## config.mk

```make
export PLATFORM = sky130hd
export DESIGN_NAME = rx_shift
export DESIGN_NICKNAME = d
export VERILOG_FILES = /design/src/rtl/rx_shift.sv
export SDC_FILE = /design/constraint.sdc
export NUM_CORES = 1
export LEC_CHECK = 0
export BUFFER_PORTS_ARGS = -buffer_cell sky130_fd_sc_hd__buf_4
export CAP_MARGIN = 20
export CORE_AREA = 2 2 86 88
export DETAILED_ROUTE_END_ITERATION = 7
export DIE_AREA = 0 0 88 90
export PLACE_DENSITY = 0.78
export SYNTH_ARGS = -nofsm -noshare
export SYNTH_HDL_FRONTEND = slang
export SYNTH_SLANG_ARGS = --single-unit
```

## constraint.sdc

```tcl
create_clock -name clk -period 2 [get_ports clk]
set_input_delay 0 -clock clk [delete_from_list [all_inputs] [get_ports clk]]
set_output_delay 0 -clock clk [all_outputs]
set_load 0.02 [all_outputs]
```

## src/rtl/rx_shift.sv

```systemverilog
`default_nettype none
// +----------------------------------------------------------------------------+
// | rx_shift : serial-to-parallel receive shifter, LSB first, ping-pong buffers |
// | Revision : 1.0                                                             |
// +----------------------------------------------------------------------------+
module rx_shift #(
  parameter int WIDTH = 32,
  parameter int CNTW  = 5
) (
  input  logic             clk,
  input  logic             rst_n,
  input  logic             CSRX,
  input  logic             ShiftRX,
  input  logic             DIn,
  input  logic             Clear,
  input  logic             RXRead,
  output logic [WIDTH-1:0] RXOut,
  output logic             RXValid,
  output logic             RXBufSel,
  output logic [CNTW-1:0]  BitCnt,
  output logic             Overrun
);

  localparam logic [CNTW-1:0] C_LAST_BIT = CNTW'(WIDTH - 1);

  typedef enum logic [1:0] {
    S_EMPTY = 2'd0,
    S_ONE   = 2'd1,
    S_BOTH  = 2'd2
  } state_t;

  state_t           r_state;
  state_t           w_state_nxt;
  logic             r_wr_ptr;
  logic             r_rd_ptr;
  logic [CNTW-1:0]  r_bitcnt;
  logic             r_overrun;
  logic [WIDTH-1:0] w_buf [2];

  logic w_clear;
  logic w_accept;
  logic w_drop;
  logic w_complete;
  logic w_read;

  // Occupancy is judged on the state at the start of the cycle, so a read on
  // the same edge never frees room for a bit arriving while both are full.
  assign w_clear    = CSRX & Clear;
  assign w_accept   = CSRX & ShiftRX & ~Clear & (r_state != S_BOTH);
  assign w_drop     = CSRX & ShiftRX & ~Clear & (r_state == S_BOTH);
  assign w_complete = w_accept & (r_bitcnt == C_LAST_BIT);
  assign w_read     = CSRX & RXRead & ~Clear & (r_state != S_EMPTY);

  always_comb begin
    w_state_nxt = r_state;
    if (w_clear) begin
      w_state_nxt = S_EMPTY;
    end else begin
      case (r_state)
        S_EMPTY: if (w_complete) w_state_nxt = S_ONE;
        S_ONE: begin
          if (w_complete && !w_read)      w_state_nxt = S_BOTH;
          else if (!w_complete && w_read) w_state_nxt = S_EMPTY;
        end
        S_BOTH:  if (w_read) w_state_nxt = S_ONE;
        default: w_state_nxt = S_EMPTY;
      endcase
    end
  end

  always_ff @(posedge clk or negedge rst_n) begin
    if (!rst_n) begin
      r_state   <= S_EMPTY;
      r_wr_ptr  <= 1'b0;
      r_rd_ptr  <= 1'b0;
      r_bitcnt  <= '0;
      r_overrun <= 1'b0;
    end else begin
      r_state <= w_state_nxt;
      if (w_clear) begin
        r_wr_ptr  <= 1'b0;
        r_rd_ptr  <= 1'b0;
        r_bitcnt  <= '0;
        r_overrun <= 1'b0;
      end else begin
        if (w_complete) begin
          r_wr_ptr <= ~r_wr_ptr;
          r_bitcnt <= '0;
        end else if (w_accept) begin
          r_bitcnt <= r_bitcnt + CNTW'(1);
        end
        if (w_read) r_rd_ptr <= ~r_rd_ptr;
        if (w_drop) r_overrun <= 1'b1;
      end
    end
  end

  // Buffer contents survive Clear; only reset zeroes them.
  generate
    for (genvar gi = 0; gi < 2; gi++) begin : g_buf
      logic [WIDTH-1:0] r_word;

      always_ff @(posedge clk or negedge rst_n) begin
        if (!rst_n) begin
          r_word <= '0;
        end else if (w_accept && (r_wr_ptr == 1'(gi))) begin
          r_word[r_bitcnt] <= DIn;
        end
      end

      assign w_buf[gi] = r_word;
    end
  endgenerate

  assign RXOut    = r_rd_ptr ? w_buf[1] : w_buf[0];
  assign RXValid  = (r_state != S_EMPTY);
  assign RXBufSel = r_rd_ptr;
  assign BitCnt   = r_bitcnt;
  assign Overrun  = r_overrun;

endmodule
`default_nettype wire

```

---- Word-level counts from Yosys, hierarchy flattened ----
Cells that the tools add are included.
operators by class
  $add $sub $neg .......................... 1
  $lt $le $gt $ge ......................... 2
  equality and inequality tests ........... 7
  mux-type cells .......................... 20
  bitwise logic cells ..................... 12
  reduce and logical (&&, ||, !) cells .... 14
operators by type and width
  cell                                                                           count
  32-bit bitwise mux                                                             2
  32-bit 2-to-1 mux                                                              1
  5-bit 2-to-1 mux                                                               3
  2-bit 2-to-1 mux                                                               5
  1-bit AND                                                                      9
  2-bit nonzero test                                                             4
  1-bit 2-to-1 mux                                                               7
  5-bit by 6-bit less-than comparator with 1-bit output (second input constant)  1
  3-bit inequality test (second input constant)                                  2
  2-bit one-hot mux with 3 select lines                                          1
  5-bit by 1-bit adder with 5-bit output (second input constant)                 1
  1-bit demux with 5-bit select                                                  1
  5-bit equality test (second input constant)                                    1
  5-bit by 1-bit >= comparator with 1-bit output (second input constant)         1
  1-bit logical AND                                                              5
  4-bit inequality test (second input constant)                                  1
  1-bit NOT                                                                      3
  3-bit AND reduction                                                            1
  3-bit nonzero test                                                             1
  2-bit by 1-bit equality test with 1-bit output (second input constant)         1
  2-bit equality test (second input constant)                                    1
  1-bit zero test                                                                2
  2-bit zero test                                                                1
  2-bit inequality test (second input constant)                                  1
storage, ports and cells
  bits in registers ....................... 74
  output and inout bits ................... 40
  word-level logic and storage cells ...... 63

---- Longest topological paths before layout ----
Gate-level depths: netlist of run 1.
  word-level depth ........................ 10
  depth in mapped cells ................... 7
  depth with buffers taken out ............ 7

---- Least setup slack after synthesis of run 1 ----
No wires, ideal clock.
  path type ............................... flip-flop to flip-flop
  start point ............................. reg r_bitcnt[0], in the netlist BitCnt[0]
  end point ............................... reg r_bitcnt[1], in the netlist BitCnt[1]
  setup time .............................. 0.083 ns
  arrival ................................. 1.833 ns
  setup slack ............................. 0.084 ns
  cell stages (with the launch flop) ...... 7
  path buffers ............................ 0
  clock period less this slack ............ 1.916 ns
  cells stage by stage .................... dfrtp_1 ha_1 and3_1 ha_1 nor4_1 a22oi_1 o22ai_1
between the ends
  word-level cells in the longest chain between the ends .. 4
  elaborated cells on any way between the ends .. 7
ends and longest elaborated chain
  item                                                                                  RTL line  text
  start: declaration                                                                    36        logic [CNTW-1:0] r_bitcnt;
  start signal: assignment                                                              90        r_bitcnt <= r_bitcnt + CNTW'(1);
  5-bit by 1-bit adder with 5-bit output / 5-bit equality test (equally long branches)  90, 51
  5-bit 2-to-1 mux / 1-bit AND (equally long branches)                                  89, 51
  5-bit 2-to-1 mux                                                                      86        if (w_complete) begin
  5-bit 2-to-1 mux                                                                      80        if (w_clear) begin
Several ways; a longest one is shown, not always the timed one. The select of a mux whose other input is x is not followed.
A chain may end at the register's enable or synchronous reset.

---- Worst setup path after layout of run 1 ----
  start point ............................. reg r_bitcnt[1], in the netlist BitCnt[1]
  end point ............................... reg r_state[0]
between the ends
  word-level cells in the longest chain between the ends .. 6
  elaborated cells on any way between the ends .. 11
ends and longest elaborated chain
  item                                                                                   RTL line  text
  5-bit equality test (*)                                                                51        assign w_complete = w_accept & (r_bitcnt == C_LAST_BIT);
  1-bit AND (*)                                                                          51
  1-bit logical AND / 1-bit zero test (equally long branches)                            62, 63
  2-bit 2-to-1 mux / 1-bit logical AND (equally long branches)                           62, 63
  2-bit one-hot mux with 3 select lines / 4-bit inequality test (equally long branches)  --
  2-bit 2-to-1 mux / 3-bit AND reduction (equally long branches)                         --
  end signal: assignment                                                                 79        r_state <= w_state_nxt;
  end: declaration                                                                       32        state_t r_state;
Every way passes the cells marked *; elsewhere a longest branch is shown, timed or not.

==> results of run 1 <==
[sequential cells by signal, indices dropped and copies added (netlist names)]
signal / count
g_buf.r_word: 64
BitCnt: 5
r_state: 2
Overrun: 1
RXBufSel: 1
r_wr_ptr: 1
[Yosys cell counts (2+ instances only)]
cell type and n:
dfrtp_1 74, nand2_1 71, mux2_1 64, mux2_2 32, clkbuf_1 12, nor4_4 8, and3_1 6, inv_1 6
buf_1 5, ha_1 5, nand2b_1 4, nor2_1 4, nor3_2 4, a21oi_1 3, a31oi_1 3, buf_2 3
buf_6 3, o22ai_1 3, a22oi_1 2, inv_2 2, nor4_1 2, o21ai_0 2, o32ai_1 2
[critical path: stages (launching register included)]
cell and delay [ns]:
dfrtp_1 0.43, ha_1 0.26, and3_1 0.21, ha_1 0.26
and3_1 0.21, a221oi_1 0.27, o32ai_1 0.14
[layout make-up]
class	count	share of cell area
clock buffer	11	0.0303
sequential	74	0.397
timing repair buffer	70	0.118
multi-input combinational	231	0.417
clock inverter	3	0.00376
tap	99	0.0266
inverter	8	0.00644
[per-stage QoR]
step	util	area [µm²]
floorplan	-	3930
global placement	0.633	4440
detailed placement	0.633	4440
CTS	0.663	4650
global route	0.664	4660
finish	0.664	4660
[what timing repair did]
action,4_1_cts,5_1_grt
endpoints found under the hold margin,81,0
resized for setup,0,1
hold buffers,5,0
endpoints found under the setup margin,0,3
setup buffers,0,0
[cell families after synthesis]
group,share of synthesized area
buffers and inverters,0.0363
adder cells (fa/ha/maj),0.0159
multiplexers,0.277
AO/OA/AOI/OAI,0.0426
AND/OR/NAND/NOR,0.157
flip-flops,0.471
[path summary, 6_finish.rpt]
| kind | from | endpoint | cells after the start | slack, ns |
|---|---|---|---|---|
| max | BitCnt[1] | r_state[0] | 6 | 0.09 |
| min | ShiftRX | BitCnt[0] | 3 | 0.05 |
| max reg2reg | BitCnt[1] | r_state[0] | 6 | 0.09 |
| max in group asynchronous | rst_n | BitCnt[4] | 2 | 1.06 |
| min reg2reg | g_buf[1].r_word[24] | g_buf[1].r_word[24] | 1 | 0.49 |
| min in group asynchronous | rst_n | g_buf[1].r_word[24] | 2 | 0.32 |
[per-layer routing]
metal	up-vias	wire length, µm	track usage
met4	0	120	0.0667
met1	1383	3950	0.328
met5	-	0	0
met2	43	4110	0.356
met3	10	271	0.0569
li1	1287	-	-
[power by group through the flow]
stage          clock network (µW)  logic [µW]  registers (µW)
2_1_floorplan                   0         397            1670
3_3_place_gp                    0         650            1660
3_5_place_dp                    0         660            1670
4_1_cts                      1010         669            1640
5_1_grt                      1080         719            1660
6_report                      996         662            1640
==> run_results.csv, run 1 <==
group,metric,value,unit
global_routing,grt_max_degree,75,
cells_and_area,area_growth,18.5,%
clock_network,cts-root-buf,"clkbuf_8",
yosys,synth-edff-count,0,
die,num_rows,31,
yosys,ys_warn_count,0,
yosys,syn_area,3930,µm²
place,port_buffers,46,
clock_network,path_clk_slew,0.07,ns
yosys,synth_seq_cells,74,
clock_network,cts_tree,"done",
yosys,ys.flop_type,"dfrtp_1",
cells_and_area,antenna-diode-count,0,
timing,rsz0062_at_grt,"yes",
timing,fin_ws,0.0920,ns
die,io_pins,47,
cells_and_area,layout-drive-gt1-share,0.322,
yosys,synth_top_area_cell,"dfrtp_1",
route,drt.antenna.violating_nets,0,
timing,period_needed,1.91,ns
timing,whs,0.0475,ns
die,dieArea,7920,µm²
critical_path,critical_path_class,"flop to flop",
cells_and_area,regArea,1850,µm²
yosys,async_reset_ff_frac,1.00,
cells_and_area,final_common_cell,"dfrtp_1",
power,power_density,708,nW/µm²
status,status,"complete, no violations",
route,dr_total_vias,2723,
yosys,synthTopCellsByArea,"dfrtp_1 (47%), mux2_1 (18%), mux2_2 (9.2%)",
route,drc,0,
power,clockPowerShare,0.302,
power,ir_drop,477,µV
place,dpl.hpwl,5.58,mm
cells_and_area,fin_cells,496,
die,die_x,88,µm
job,drv_cap,0,
yosys,synth.top_cell.area_share,0.471,
yosys,synthDistinctLibCells,39,
route,vias_per_cell,5.49,
place,dp_cells,477,
cells_and_area,fillers,530,
critical_path,cp-end-kind,"flop",
cells_and_area,multi_input_area,1940,µm²
global_routing,grt_pass1_vias,2817,
route,drtPass1Iterations,5,
place,dp_slack,0.0488,ns
power,leakage,0.00227,µW
timing,max_slew.worst_pin.slew,0.935,ns
clock_network,h-tree-depth,3,
timing,timing.final.crit_share,0.954,
power,power.share.combinational,0.201,
place,place_congestion,0.810,
yosys,syn_nets,348,
global_routing,grt_pass1_wl,14.2,mm
clock_network,cts_buffer_depth,2,
yosys,syn_area_per_cell,11.7,µm²
timing,fin_skew,0.00635,ns
cells_and_area,final_cell_mix,"dfrtp_1 (74), nand2_1 (71), mux2_1 (64), buf_4 (64), mux2_2 (32)",
route,drt_iter0_markers,163,
clock_network,cts_sinks,74,
yosys,syn_inst,336,
global_routing,track_usage,0.232,
power,p_seq_frac,0.498,
die,coreArea,7020,µm²
global_routing,grt_overflow,0,
power,power,3300,µW
route,wl_per_cell,17.0,µm
die,initial_core_util,0.560,
timing,slew_headroom,0.377,
power,internal_power,2330,µW
yosys,ys_seq_area_frac,0.471,
min_path,hp-class,"input port to flop",
global_routing,grt_antenna_before_repair,0,
timing,max_freq,0.524,GHz
clock_network,cts_buffers,9,
timing,tns,0,ns
cells_and_area,fin_nets,406,
clock_network,clk-insertion-delay-late,0.35,ns
route,wl,8.45,mm
critical_path,crit_required,2.22,ns
power,p_sw,971,µW
timing,setup_viol,0,
die,die_h,90,µm
timing,hold_viol,0,
critical_path,cp-start-kind,"flop",
timing,slew_violations,0,
critical_path,crit_fanout,7,
power,p_sw_frac,0.294,
critical_path,cp.arrival,2.13,ns
Power figures use the tool's default switching activity.
==> run 2, diff against run 1 <==
--- a/config.mk
+++ b/config.mk
@@ -7,10 +7,11 @@
 export LEC_CHECK = 0
 export BUFFER_PORTS_ARGS = -buffer_cell sky130_fd_sc_hd__buf_4
 export CAP_MARGIN = 20
-export CORE_AREA = 2 2 86 88
+export CORE_AREA = 2 2 84 86
+export CTS_BUF_LIST = sky130_fd_sc_hd__clkbuf_8
 export DETAILED_ROUTE_END_ITERATION = 7
-export DIE_AREA = 0 0 88 90
-export PLACE_DENSITY = 0.78
+export DIE_AREA = 0 0 86 88
+export PLACE_DENSITY = 0.81
 export SYNTH_ARGS = -nofsm -noshare
 export SYNTH_HDL_FRONTEND = slang
 export SYNTH_SLANG_ARGS = --single-unit
==> run 2 against run 1 <==
- sequential share of layout area down 0.30 points
- die area down 4.4%
- global-route usage up 0.92 points
- routed wire length down 2.3%
- sequential power about the same
- combinational power up 3%
- power up 4.3%
- worst setup slack worse by 0.040 ns
- non-clock buffer count up 5
- critical endpoint unchanged
- largest cell class unchanged
- largest power group unchanged
- highest routed layer unchanged
==> run_results.csv, run 2 (synthesized netlist as in run 1, its figures left out) <==
group,metric,value,unit
route,wl,8.26,mm
critical_path,crit_fanout,7,
cells_and_area,finish.utilization,0.707,
critical_path,ff2ff_path_depth,6,
clock_network,cts-root-buf,"clkbuf_8",
power,clockPowerShare,0.328,
min_path,hp-class,"input port to flop",
clock_network,cts_tree,"done",
global_routing,track_usage,0.241,
timing,hold_viol,0,
critical_path,cp.arrival,2.20,ns
timing,setup_viol,0,
die,die_h,88,µm
cells_and_area,largest_reg_flops,64,
global_routing,grt_overflow,0,
critical_path,reg2reg_slack,0.05,ns
global_routing,grt_antenna_before_repair,0,
critical_path,timing.rr.start,"BitCnt[1]",
cells_and_area,largest-register,"g_buf.r_word",
die,die_x,86,µm
timing,slew_headroom,0.383,
clock_network,cts_buffer_depth,2,
die,num_rows,30,
route,vias_per_cell,5.79,
route,drt_iter0_markers,176,
place,dp_slack,0.0287,ns
critical_path,path_cells,"ha_1, and3_1, ha_1, a2111oi_0, a221oi_1, o32ai_1",
power,power_density,734,nW/µm²
critical_path,crit_top_cell,"ha_1",
power,p_seq_frac,0.474,
critical_path,cp-end-kind,"flop",
clock_network,cts_setup_buffers,0,
status,status,"complete, no violations",
timing,slew_violations,0,
die,coreArea,6640,µm²
die,io_pins,47,
cells_and_area,layout-drive-gt1-share,0.332,
cells_and_area,fin_cells,481,
critical_path,cp.buffers_inverters,0,
critical_path,startpoint,"BitCnt[1]",
cells_and_area,final_cell_mix,"dfrtp_1 (74), nand2_1 (71), buf_4 (69)",
clock_network,clk-insertion-delay-late,0.36,ns
critical_path,crit_required,2.25,ns
power,internal_power,2450,µW
critical_path,max_stage_delay,0.46,ns
place,port_buffers,46,
power,power,3440,µW
cells_and_area,postLayoutCellArea,4690,µm²
power,p_sw_frac,0.287,
job,drv_cap,0,
critical_path,cp-start-kind,"flop",
place,dpl.hpwl,5.62,mm
global_routing,grt_max_degree,75,
clock_network,cts_sinks,74,
power,p_sw,990,µW
cells_and_area,final_common_cell,"dfrtp_1",
critical_path,critical_path_class,"flop to flop",
timing,period_needed,1.95,ns
power,power.share.combinational,0.198,
global_routing,grt_pass1_wl,13.9,mm
power,ir_drop,461,µV
timing,rsz0062_at_grt,"yes",
critical_path,cp_top_family,"compound AO/OA/AOI/OAI gates",
power,leakage,0.00231,µW
critical_path,reg2reg_to,"r_state[0]",
route,wl_per_cell,17.2,µm
timing,max_slew.worst_pin.slew,0.926,ns
timing,timing.final.crit_share,0.974,
clock_network,cts_buffers,9,
clock_network,h-tree-depth,3,
route,dr_total_vias,2787,
timing,fin_ws,0.0522,ns
critical_path,critPathCapture,"r_state[0]",
cells_and_area,antenna-diode-count,0,
timing,max_freq,0.513,GHz
timing,fin_skew,0.00763,ns
die,initial_core_util,0.592,
place,placed_area,4460,µm²
place,place_congestion,0.866,
critical_path,worst-path-stages,6,
route,drt.antenna.violating_nets,0,
global_routing,grt_pass1_vias,2820,
die,dieArea,7570,µm²
place,dp_cells,463,
route,drc,0,
clock_network,path_clk_slew,0.07,ns
critical_path,slowest_stage,"a2111oi_0",
cells_and_area,area_growth,19.4,%
route,drtPass1Iterations,4,
cells_and_area,fin_nets,411,
[run 2: per-layer routing]
layer / vias up / track usage / part of all wire
li1: 1304 / - / -
met1: 1404 / 0.331 / 0.44
met2: 67 / 0.376 / 0.50
met3: 12 / 0.0434 / 0.043
met4: 0 / 0.111 / 0.016
met5: - / 0 / 0
[run 2: worst register-to-register path: stages, from the launching register on]
cell and delay (ns):
dfrtp_1 0.42, ha_1 0.25, and3_1 0.20, ha_1 0.27, a2111oi_0 0.47, a221oi_1 0.10, o32ai_1 0.15
[run 2: final cells by class]
cell class                 count  area [µm²]
tap                           80         100
timing repair buffer          75         588
clock buffer                  10         138
multi-input combinational    231        1940
sequential                    74        1850
clock inverter                 3        42.5
inverter                       8        30.0
fill                         467        1950
[run 2: worst min path at each step]
stage / start / cells after the start / slack, ns / end
3_3_place_gp: rst_n / 1 / 0.20 / g_buf[1].r_word[9]
4_1_cts: ShiftRX / 3 / 0.02 / BitCnt[0]
2_1_floorplan: rst_n / 0 / -0.30 / BitCnt[0]
5_1_grt: ShiftRX / 3 / 0.07 / BitCnt[0]
6_report: ShiftRX / 3 / 0.05 / BitCnt[0]
3_5_place_dp: rst_n / 1 / 0.20 / g_buf[1].r_word[17]
[run 2: power groups by stage]
stage | sequential [µW] | combinational [µW] | clock [µW]
3_3_place_gp | 1660 | 665 | 0
5_1_grt | 1650 | 740 | 1200
6_report | 1630 | 681 | 1130
2_1_floorplan | 1670 | 397 | 0
4_1_cts | 1630 | 684 | 1140
3_5_place_dp | 1660 | 674 | 0
[run 2: timing repair]
action / 4_1_cts / 5_1_grt
hold buffers: 5 / 0
endpoints found under the setup margin: 0 / 3
gates resized for setup: 0 / 1
hold endpoints to repair: 81 / 0
[run 2: per-stage QoR]
stage	hold WS, ns	setup TNS, ns
final	0.0481	0
after global routing	0.0718	-0.0298
after CTS	0.0211	0
after detailed placement	0.201	0
after global placement	0.197	0
after floorplan	-0.296	0
==> run 3, diff against run 2 <==
==> config.mk (replaced) <==
export PLATFORM = sky130hd
export DESIGN_NAME = rx_shift
export DESIGN_NICKNAME = d
export VERILOG_FILES = /design/src/rtl/rx_shift.sv
export SDC_FILE = /design/constraint.sdc
export NUM_CORES = 1
export LEC_CHECK = 0
export ABC_AREA = 1
export BUFFER_PORTS_ARGS = -buffer_cell sky130_fd_sc_hd__buf_4
export CAP_MARGIN = 15
export CORE_AREA = 2 2 83 85
export CTS_BUF_LIST = sky130_fd_sc_hd__clkbuf_8
export DETAILED_ROUTE_END_ITERATION = 7
export DIE_AREA = 0 0 85 87
export PLACE_DENSITY = 0.8
export SYNTH_ARGS = -nofsm -noshare
export SYNTH_HDL_FRONTEND = slang
export SYNTH_SLANG_ARGS = --single-unit
==> run 3 against run 2 <==
- first-iteration DRC count grew 15%
- non-clock buffer count fell by 21
- final cell count increased by 31%
- critical endpoint is now BitCnt[4]
==> run_results.csv, run 3 <==
group,metric,value,unit
status,status,"complete, no violations",
critical_path,critical_path_class,"flop to flop",
yosys,ys_warn_count,0,
cells_and_area,area_growth,16.7,%
yosys,synth_most_common_cell,"nand2_1",
clock_network,cts_buffer_depth,2,
cells_and_area,fin_cells,631,
cells_and_area,finish.utilization,0.669,
global_routing,grt_pass1_vias,3137,
die,initial_core_util,0.573,
timing,fin_skew,0.00460,ns
route,vias_per_cell,5.30,
clock_network,cts-root-buf,"clkbuf_8",
critical_path,cp-end-kind,"flop",
yosys,syn_area,3760,µm²
cells_and_area,final_cell_mix,"nand2_1 (141), nor2_1 (77), dfrtp_1 (74)",
route,met1_length,3.74,mm
power,leakage,0.00202,µW
clock_network,cts_setup_buffers,0,
place,place_congestion,0.845,
yosys,syn_area_per_cell,7.47,µm²
yosys,synth_seq_cells,74,
timing,period_needed,1.80,ns
yosys,syn_inst,504,
yosys,ys.flop_type,"dfrtp_1",
cells_and_area,largest_reg_flops,64,
route,drc,0,
timing,setup_viol,0,
yosys,synth_top_area_cell,"dfrtp_1",
yosys,async_reset_ff_frac,1.00,
route,wl_per_cell,13.5,µm
cells_and_area,antenna-diode-count,0,
route,drt_iter0_markers,202,
yosys,synthTopCellsByArea,"dfrtp_1 (49%), nand2_1 (14%), nor2_1 (7.7%)",
yosys,synthDistinctLibCells,21,
critical_path,cp-start-kind,"flop",
cells_and_area,fillers,570,
yosys,syn_nets,516,
cells_and_area,largest-register,"g_buf.r_word",
timing,max_slew.worst_pin.slew,0.629,ns
job,drv_cap,0,
place,dpl.hpwl,5.72,mm
timing,tns,0,ns
route,wl,8.54,mm
clock_network,cts_sinks,74,
die,io_pins,47,
place,dp_slack,0.201,ns
route,drt.antenna.violating_nets,0,
clock_network,cts_tree,"done",
die,dieArea,7400,µm²
yosys,synth.top_cell.area_share,0.492,
global_routing,grt_max_degree,75,
clock_network,cts_buffers,9,
cells_and_area,fin_nets,559,
route,wl_met3,505,µm
timing,slew_violations,0,
power,ir_drop,490,µV
global_routing,grt_overflow,0,
yosys,synthTopCellsByCount,"nand2_1 (141), nor2_1 (77), dfrtp_1 (74)",
route,top_layer,"met4",
timing,fin_ws,0.196,ns
timing,whs,0.0448,ns
yosys,ys_seq_area_frac,0.492,
global_routing,grt_pass1_wl,14.5,mm
timing,max_freq,0.554,GHz
power,power_density,868,nW/µm²
critical_path,cp.arrival,2.04,ns
die,die_h,87,µm
die,coreArea,6570,µm²
critical_path,crit_required,2.23,ns
clock_network,path_clk_slew,0.08,ns
timing,slew_headroom,0.577,
route,wl_met2,4.12,mm
timing,rsz0062_at_grt,"no",
die,die_x,85,µm
cells_and_area,layout-drive-gt1-share,0.167,
timing,timing.final.crit_share,0.902,
global_routing,grt_antenna_before_repair,0,
timing,hold_viol,0,
yosys,synth-edff-count,0,
clock_network,clk-insertion-delay-late,0.35,ns
clock_network,h-tree-depth,3,
route,drtPass1Iterations,5,
min_path,hp-class,"input port to flop",
place,dp_cells,613,
place,port_buffers,46,
route,dr_total_vias,3344,
cells_and_area,final_common_cell,"nand2_1",
global_routing,track_usage,0.249,
critical_path,crit_fanout,6,
die,num_rows,30,
[run 3: changes by cell type after synthesis, moves of 25 or more]
cell,before,now
nor2_1,4,77
nand2_1,71,141
a21oi_1,3,28
inv_1,6,43
mux2_1,64,0
mux2_2,32,0
o21ai_0,2,57
[run 3: timing repair]
item	4_1_cts	5_1_grt
setup endpoints to repair	0	1
resized for setup	0	1
hold buffers	3	0
endpoints found under the hold margin	75	0
[run 3: worst paths after layout]
path                                     startpoint                  end  slack, ns  cells after the start
worst min register to register  g_buf[0].r_word[31]  g_buf[0].r_word[31]       0.49                      2
worst max-delay path                      BitCnt[0]            BitCnt[4]       0.20                      9
min in group asynchronous                     rst_n  g_buf[0].r_word[12]       0.19                      3
worst min-delay path                            DIn  g_buf[0].r_word[12]       0.04                      3
max in group asynchronous                     rst_n           r_state[0]       1.48                      3
worst max register to register            BitCnt[0]            BitCnt[4]       0.20                      9
[run 3: cell families (layout without fill, tap and decap cells)]
group,count (synthesis),in the layout,synth area share
fa+ha+maj,5,5,0.0166
flops,74,74,0.492
compound gates,100,100,0.133
buf+inv,67,114,0.0758
simple gates,258,258,0.283
[run 3: critical path, cell delays in order, from the launching register on]
cell,delay (ns)
dfrtp_1,0.41
ha_2,0.27
nand2_1,0.15
nor2_1,0.14
ha_1,0.18
nand3_1,0.15
nand2_1,0.14
inv_1,0.09
nand3_1,0.08
o21ai_0,0.08
[run 3: per-stage QoR]
step                      power, µW  cell area, µm²
after global placement         2610            4160
after floorplan                2230            3760
final                          3810            4390
after detailed placement       2630            4160
after CTS                      3830            4390
after global routing           3970            4390
[run 3: cell type report]
type	count	area [µm²]	share of cell area
inverters	45	169	0.0385
repair buffers	54	438	0.0997
clock buffers	12	165	0.0376
well taps	80	100	0.0228
multi-input cells	363	1630	0.371
flip-flops and latches	74	1850	0.422
clock inverters	3	38.8	0.00883
[run 3: per-layer routing]
metal	vias up	global-route usage
met5	-	0
met4	0	0.118
met3	15	0.0360
met2	120	0.408
met1	1538	0.328
li1	1671	-
[run 3: report_power, final]
part,internal [µW],switching (µW)
sequential,1590,53.6
combinational,343,617
clock,666,540
